--- config.mk ---
export PLATFORM = sky130hd
export DESIGN_NAME = mul_ctrl
export DESIGN_NICKNAME = d
export VERILOG_FILES = /design/src/rtl/mul_ctrl.sv
export SDC_FILE = /design/constraint.sdc
export NUM_CORES = 1
export LEC_CHECK = 0
export ABC_AREA = 1
export BUFFER_PORTS_ARGS = -buffer_cell sky130_fd_sc_hd__buf_4
export CAP_MARGIN = 15
export CORE_AREA = 2 2 208 210
export DETAILED_ROUTE_END_ITERATION = 10
export DIE_AREA = 0 0 210 212
export PLACE_DENSITY = 0.65
export SLEW_MARGIN = 20
export SYNTH_ARGS = -nofsm -noshare
export SYNTH_HDL_FRONTEND = slang
export SYNTH_SLANG_ARGS = --single-unit
--- constraint.sdc ---
create_clock -name clk_i -period 4.2 [get_ports clk_i]
set_input_delay 1.26 -clock clk_i [delete_from_list [all_inputs] [get_ports clk_i]]
set_output_delay 1.26 -clock clk_i [all_outputs]
set_load 0.03 [all_outputs]
--- src/rtl/mul_ctrl.sv ---
// RV32M multiply sequencer: sign handling, multiplier handshake, one-entry product cache.
// Sits between execute-stage issue logic and a 32x32 unsigned shift-add multiplier.
module mul_ctrl #(
    parameter int unsigned XLEN = 32
) (
    input  logic              clk_i,
    input  logic              rst_i,
    input  logic              valid_i,
    input  logic [1:0]        funct3_i,
    input  logic [XLEN-1:0]   rs1_i,
    input  logic [XLEN-1:0]   rs2_i,
    input  logic [4:0]        rd_addr_i,
    input  logic              flush_i,
    output logic              busy_o,
    output logic              done_o,
    output logic [XLEN-1:0]   result_o,
    output logic [4:0]        rd_addr_o,
    output logic              mul_req_o,
    output logic [XLEN-1:0]   mul_a_o,
    output logic [XLEN-1:0]   mul_b_o,
    input  logic              mul_ready_i,
    input  logic [2*XLEN-1:0] mul_result_i
);

    localparam logic [1:0] StIdle = 2'd0;
    localparam logic [1:0] StWait = 2'd1;
    localparam logic [1:0] StFix  = 2'd2;

    localparam logic [1:0] FnMul    = 2'd0;
    localparam logic [1:0] FnMulh   = 2'd1;
    localparam logic [1:0] FnMulhsu = 2'd2;

    logic [1:0]        state_q, state_d;
    logic [1:0]        funct3_q;
    logic [4:0]        rd_q;
    logic              neg_p_q;
    logic [2*XLEN-1:0] prod_q;
    logic              cache_valid_q;
    logic [XLEN-1:0]   key_a_q, key_b_q;
    logic [2*XLEN-1:0] cache_prod_q;

    logic              neg_a, neg_b, hit, accept;
    logic [XLEN-1:0]   mag_a, mag_b, fix_word;
    logic [2*XLEN-1:0] prod_fix;

    // MUL leaves both negate flags clear: the low word does not depend on operand signs.
    assign neg_a  = rs1_i[XLEN-1] & ((funct3_i == FnMulh) | (funct3_i == FnMulhsu));
    assign neg_b  = rs2_i[XLEN-1] & (funct3_i == FnMulh);
    assign mag_a  = neg_a ? (~rs1_i + XLEN'(1)) : rs1_i;
    assign mag_b  = neg_b ? (~rs2_i + XLEN'(1)) : rs2_i;
    assign hit    = cache_valid_q && (mag_a == key_a_q) && (mag_b == key_b_q);
    assign accept = (state_q == StIdle) && valid_i && !flush_i;

    assign prod_fix = neg_p_q ? (~prod_q + (2*XLEN)'(1)) : prod_q;
    assign fix_word = (funct3_q == FnMul) ? prod_fix[XLEN-1:0] : prod_fix[2*XLEN-1:XLEN];

    assign busy_o = (state_q != StIdle);

    always_comb begin
        state_d = state_q;
        if (flush_i) begin
            state_d = StIdle;
        end else begin
            case (state_q)
                StIdle:  if (valid_i) state_d = hit ? StFix : StWait;
                StWait:  if (mul_ready_i) state_d = StFix;
                StFix:   state_d = StIdle;
                default: state_d = StIdle;
            endcase
        end
    end

    always_ff @(posedge clk_i or negedge rst_i) begin
        if (!rst_i) begin
            state_q       <= StIdle;
            funct3_q      <= '0;
            rd_q          <= '0;
            neg_p_q       <= 1'b0;
            prod_q        <= '0;
            cache_valid_q <= 1'b0;
            key_a_q       <= '0;
            key_b_q       <= '0;
            cache_prod_q  <= '0;
            done_o        <= 1'b0;
            result_o      <= '0;
            rd_addr_o     <= '0;
            mul_req_o     <= 1'b0;
            mul_a_o       <= '0;
            mul_b_o       <= '0;
        end else begin
            state_q <= state_d;
            done_o  <= 1'b0;
            case (state_q)
                StIdle: begin
                    if (accept) begin
                        funct3_q <= funct3_i;
                        rd_q     <= rd_addr_i;
                        neg_p_q  <= neg_a ^ neg_b;
                        if (hit) begin
                            prod_q <= cache_prod_q;
                        end else begin
                            mul_a_o   <= mag_a;
                            mul_b_o   <= mag_b;
                            mul_req_o <= 1'b1;
                        end
                    end
                end
                StWait: begin
                    // A flush on the ready cycle drops the product without touching the cache.
                    if (flush_i) begin
                        mul_req_o <= 1'b0;
                    end else if (mul_ready_i) begin
                        mul_req_o     <= 1'b0;
                        prod_q        <= mul_result_i;
                        cache_valid_q <= 1'b1;
                        key_a_q       <= mul_a_o;
                        key_b_q       <= mul_b_o;
                        cache_prod_q  <= mul_result_i;
                    end
                end
                StFix: begin
                    if (!flush_i) begin
                        done_o    <= 1'b1;
                        result_o  <= fix_word;
                        rd_addr_o <= rd_q;
                    end
                end
                default: ;
            endcase
        end
    end

endmodule

## Word-level counts from Yosys, hierarchy flattened

Index checks and enable logic that the tools add are counted.

| word-level totals | value |
|---|---|
| RAM bits | 0 |
| memories kept | 0 |
| latch bits | 0 |
| register bits after elaboration | 306 |
| logic and storage cells | 77 |
| ROM bits | 0 |
| output and inout bits | 104 |

| operators by class | value |
|---|---|
| multiply operators | 0 |
| $add $sub $neg | 3 |
| equal/unequal tests | 13 |
| shift operators | 0 |
| muxes and demuxes | 21 |
| div/mod/pow operators | 0 |
| bitwise gates (word level) | 9 |
| reductions and logical operators | 16 |
| magnitude comparators | 0 |

Operator list:

| operator | count |
|---|---|
| 2-to-1 mux 64 bit | 5 |
| one-hot mux 64 bit (2 select lines) | 1 |
| 2-to-1 mux 32 bit | 3 |
| adder 32 x 1 -> 32 bit, second input constant | 2 |
| adder 64 x 1 -> 64 bit, second input constant | 1 |
| equality test 32 bit | 2 |
| inverter 32 bit | 2 |
| inverter 64 bit | 1 |
| inequality test 2 bit, second input constant | 5 |
| 2-to-1 mux 2 bit | 4 |
| 2-to-1 mux 1 bit | 6 |
| inequality test 3 bit, second input constant | 2 |
| AND reduction 2 bit | 3 |
| AND reduction 3 bit | 2 |
| AND reduction 5 bit | 1 |
| equality test 2 x 1 -> 1 bit, second input constant | 2 |
| equality test 2 bit, second input constant | 2 |
| logical AND 1 bit | 4 |
| zero test 2 bit | 2 |
| one-hot mux 2 bit (2 select lines) | 1 |
| AND reduction 4 bit | 1 |
| nonzero test 2 bit | 2 |
| bitwise AND 1 bit | 2 |
| inverter 1 bit | 2 |
| 4 further kinds | 4 |

## Depth between registers and ports, before layout

| depth | value |
|---|---|
| depth in word-level cells | 11 |
| mapped depth | 24 |
| gate-level depth less buffers | 22 |

## Least setup slack after synthesis

OpenSTA, ideal clock, no wires.

| timing path | value |
|---|---|
| path type | input-to-reg |
| start point | input funct3_i[1] |
| end point | register prod_q[55] |
| data required time | 4.083 ns |
| data arrival time | 3.377 ns |
| cell stages on the path | 23 |
| slack | 0.706 ns |
| path through | inv_1 ha_1 inv_1 nand2_1 buf_2 o21ai_0 nand2_1 nand2_1 nand3_1 nor2_1 nand2_1 nor2_1 nand2_1 nor2_1 nand3_1 nor2_1 nand2_2 nand2_1 nand2_1 buf_6 buf_6 nand2_1 nand2_1 |

| on the way | value |
|---|---|
| longest elaborated chain between the ends | 9 |

Ends and longest elaborated chain:

| element | RTL line | source |
|---|---|---|
| start, declared | 9 | `input logic [1:0] funct3_i,` |
| equality test 2 x 1 -> 1 bit or equality test 2 bit (tied branches) | 47, 48 |  |
| OR 1 bit | 47 | `assign neg_a = rs1_i[XLEN-1] & ((funct3_i == FnMulh) \| (funct3_i == FnMulhsu));` |
| bitwise AND 1 bit | 47 |  |
| 2-to-1 mux 32 bit | 49 | `assign mag_a = neg_a ? (~rs1_i + XLEN'(1)) : rs1_i;` |
| equality test 32 bit | 51 | `assign hit = cache_valid_q && (mag_a == key_a_q) && (mag_b == key_b_q);` |
| logical AND 1 bit | 51 |  |
| logical AND 1 bit * | 51 |  |
| inequality test 2 bit (no line) * | -- |  |
| AND reduction 5 bit (no line) * | -- |  |
| end signal, assigned | 100 | `prod_q <= cache_prod_q;` |
| end signal, assigned | 114 | `prod_q <= mul_result_i;` |
| end, declared | 37 | `logic [2*XLEN-1:0] prod_q;` |

Mark *: on every way between the ends. The rest lies on a longest branch, timed or not.
A chain may end at the register's enable or synchronous reset.

## Worst setup path in the final report

| timing path | value |
|---|---|
| start point | input funct3_i[1] |
| end point | register prod_q[27] |

The elaborated chain is that of the path after synthesis.

==> reports/results.ini <==
[outcome]
status = completed

[sta]
rsz0062_at_grt = no
max_slew_margin = 0.284
hold_viol = 0
worst_slew_pin_slew_ns = 1.07
finalCritPeriodShare = 0.893
setup_viol = 0
finalCriticalPeriod_ns = 3.75
fin_setup_tns_ns = 0
skew_ns = 0.0248
drv_slew = 0
max_clock_freq_mhz = 267

[yosys]
synth_seq_cells = 306
synth_top_area_share = 0.425
synth_edf_count = 0
netlist_top_cells_count = 981 x nand2_1, 306 x dfrtp_1, 279 x o21ai_0, 265 x inv_1, 257 x nand3_1
syn-num-nets = 2807
yosysTopAreaCell = dfrtp_1
netlist_area_mm2 = 0.0180
synth_ff_type = dfrtp_1
yosysMostFrequentCell = nand2_1
avgSynthCellArea_um2 = 6.76
netlist_instances = 2663
yosys_warnings = 0
seq_area_frac_synth = 0.425
synth_area_leaders = dfrtp_1 43%, nand2_1 20%, o21ai_0 7.8%
synth-async-reset-ratio = 1.00
synth_cell_type_count = 37

[clock_network]
clk-insertion-delay-late_ns = 0.56
cts_max_level = 2
clock-root-buffer = clkbuf_16
clk_path_buf_depth = 3
cts_buffers = 37
clkSlewWorstSetupHoldPaths_ns = 0.06
cts_sinks = 306
cts_tree = built

[detailed_routing]
via_count = 18000
postRouteWirelength_um = 58900
dr.pass1.iters = 6
ant_nets = 0
drtIter0Drc = 1174
via_per_inst = 5.20
remaining_drc_errors = 0
wl_per_cell_um = 17.1

[critical_path]
critical_path.startpoint = funct3_i[1]
critical_path_class = input pin to register
end_kind = register
cp.required_ns = 4.68
cp_max_fo = 64
critPathCapture = prod_q[27]
reg2regPathDepth = 17
reg2reg_from = prod_q[2]
cp.arrival_ns = 4.23
start_kind = input pin
rrSetupSlack_ns = 1.02
reg2reg_to = result_o[15]

[floorplanning]
dieArea_mm2 = 0.0445
core_mm2 = 0.0425
initial_utilization = 0.424
rows = 76
die_y_um = 212
ios = 244
fp.dieW_um = 210

[placement]
dp_hpwl_um = 43700
port_buffers = 243
gp_congestion = 0.941
place_area_mm2 = 0.0205
dp_cells = 3388

[grt]
grt_max_degree = 153
grt_overflow = 0
antenna_found_initial = 2
grt_pass1_vias = 17500
grt_use_total = 0.269
grt_pass1_wl_um = 94400

[power]
p_per_area_mw_per_mm2 = 604
ir_worst_vdd_uv = 354
leakage_nw = 11.4
total_power_mw = 13.1

[final_layout]
final_util = 0.511
fin_nets = 3025
finish.instance_area_mm2 = 0.0217
layout-drive-gt1-share = 0.132
area_delta_synth_final_pct = 20.7
fin_cells = 3454

[flow_run]
drv_cap = 0

[hold_path]
holdCritPathClass = register to register

==> how the worst min path moves through the flow <==
| stage | endpoint | start | cells after the start | slack [ns] |
|---|---|---|---|---|
| 2_1_floorplan | cache_valid_q | cache_valid_q | 2 | 0.42 |
| 3_3_place_gp | cache_valid_q | cache_valid_q | 2 | 0.44 |
| 3_5_place_dp | cache_valid_q | cache_valid_q | 2 | 0.45 |
| 4_1_cts | cache_valid_q | cache_valid_q | 2 | 0.46 |
| 5_1_grt | result_o[19] | result_o[19] | 2 | 0.50 |
| 6_report | cache_valid_q | cache_valid_q | 2 | 0.46 |
==> state kept, by name (all words and copies together) (netlist names) <==
signal	count
mul_b_o	32
key_a_q	32
result_o	32
cache_valid_q	1
done_o	1
funct3_q	2
state_q	2
neg_p_q	1
mul_a_o	32
prod_q	64
cache_prod_q	64
mul_req_o	1
rd_q	5
rd_addr_o	5
key_b_q	32
==> report_power, final <==
part           internal (mW)  switching (mW)  leakage, nW
Combinational           1.77            3.24         6.92
Sequential              3.95           0.896         3.84
Clock                   1.95            1.32        0.598
Total                   7.67            5.45         11.4
==> cells by family after synthesis <==
logic type                 synth area share
AOI/OAI and AO/OA                     0.111
xor gates and xnor gates             0.0120
adders and majority gates           0.00278
buffers and inverters                0.0865
DFF                                   0.425
and+or+nand+nor                       0.362
==> critical path: stages <==
cell	delay (ns)
buf_4	0.08
inv_1	0.05
ha_1	0.38
inv_1	0.08
nand2_1	0.23
nor2_1	0.10
nor2_2	0.26
nand2_1	0.08
nand2_1	0.07
nand2_1	0.09
nand2_1	0.07
nand2_1	0.04
nor2_1	0.19
nand2_1	0.13
nor2_1	0.11
nand2_1	0.07
nor2_1	0.19
nand2_2	0.11
nand2_2	0.11
buf_12	0.28
nand3_1	0.12
nand2_1	0.09
==> through the flow <==
stage                     worst slack [ns]  hold WS, ns
after floorplan                      0.706        0.423
after global placement              -0.102        0.441
after detailed placement            -0.198        0.451
after CTS                            0.394        0.465
after global routing                 0.118        0.501
final                                0.450        0.462
==> placed cells by master (no fill, tap or decap), types with 2 or more instances in the layout <==
master,instances
o21ai_0,279
inv_6,2
clkbuf_8,7
o21ai_1,9
a21oi_1,41
nor4_1,7
ha_1,4
xor2_1,21
a31oi_1,7
bufinv_16,2
a21boi_1,3
nand2_1,978
a21boi_0,6
clkinv_2,5
o211ai_1,3
nor2_1,219
nand3_1,257
inv_2,6
nand3b_1,36
dfrtp_1,305
inv_1,264
o21a_1,4
nand4_1,21
a2bb2oi_1,13
clkbuf_1,8
nor2_4,3
nor3_2,2
clkbuf_16,39
o21bai_1,5
clkinvlp_4,2
nor3_1,22
buf_12,10
nand2_2,9
buf_4,280
or2_2,10
o31ai_1,5
nor2_2,4
==> final cells by class <==
| type | count | area, µm² |
|---|---|---|
| antenna | 1 | 2.50 |
| clock inverter | 11 | 121 |
| timing repair buffer | 291 | 2320 |
| tap | 546 | 683 |
| clock buffer | 54 | 1100 |
| fill | 4217 | 20800 |
| inverter | 273 | 1030 |
| multi-input combinational | 1972 | 8810 |
| sequential | 306 | 7660 |
==> routing by layer <==
| layer | up-vias | track usage | wire [µm] |
|---|---|---|---|
| met5 | - | 0 | 16 |
| met4 | 2 | 0.0968 | 1890 |
| met3 | 101 | 0.0582 | 3940 |
| met2 | 521 | 0.467 | 28800 |
| met1 | 8394 | 0.331 | 24300 |
| li1 | 8932 | - | - |
==> what timing repair did <==
action                     4_1_cts  5_1_grt
hold buffers                     0        0
setup endpoints to repair        0        9
resized for setup                0        1
buffers inserted                 0        0
Power figures use the tool's default switching activity.
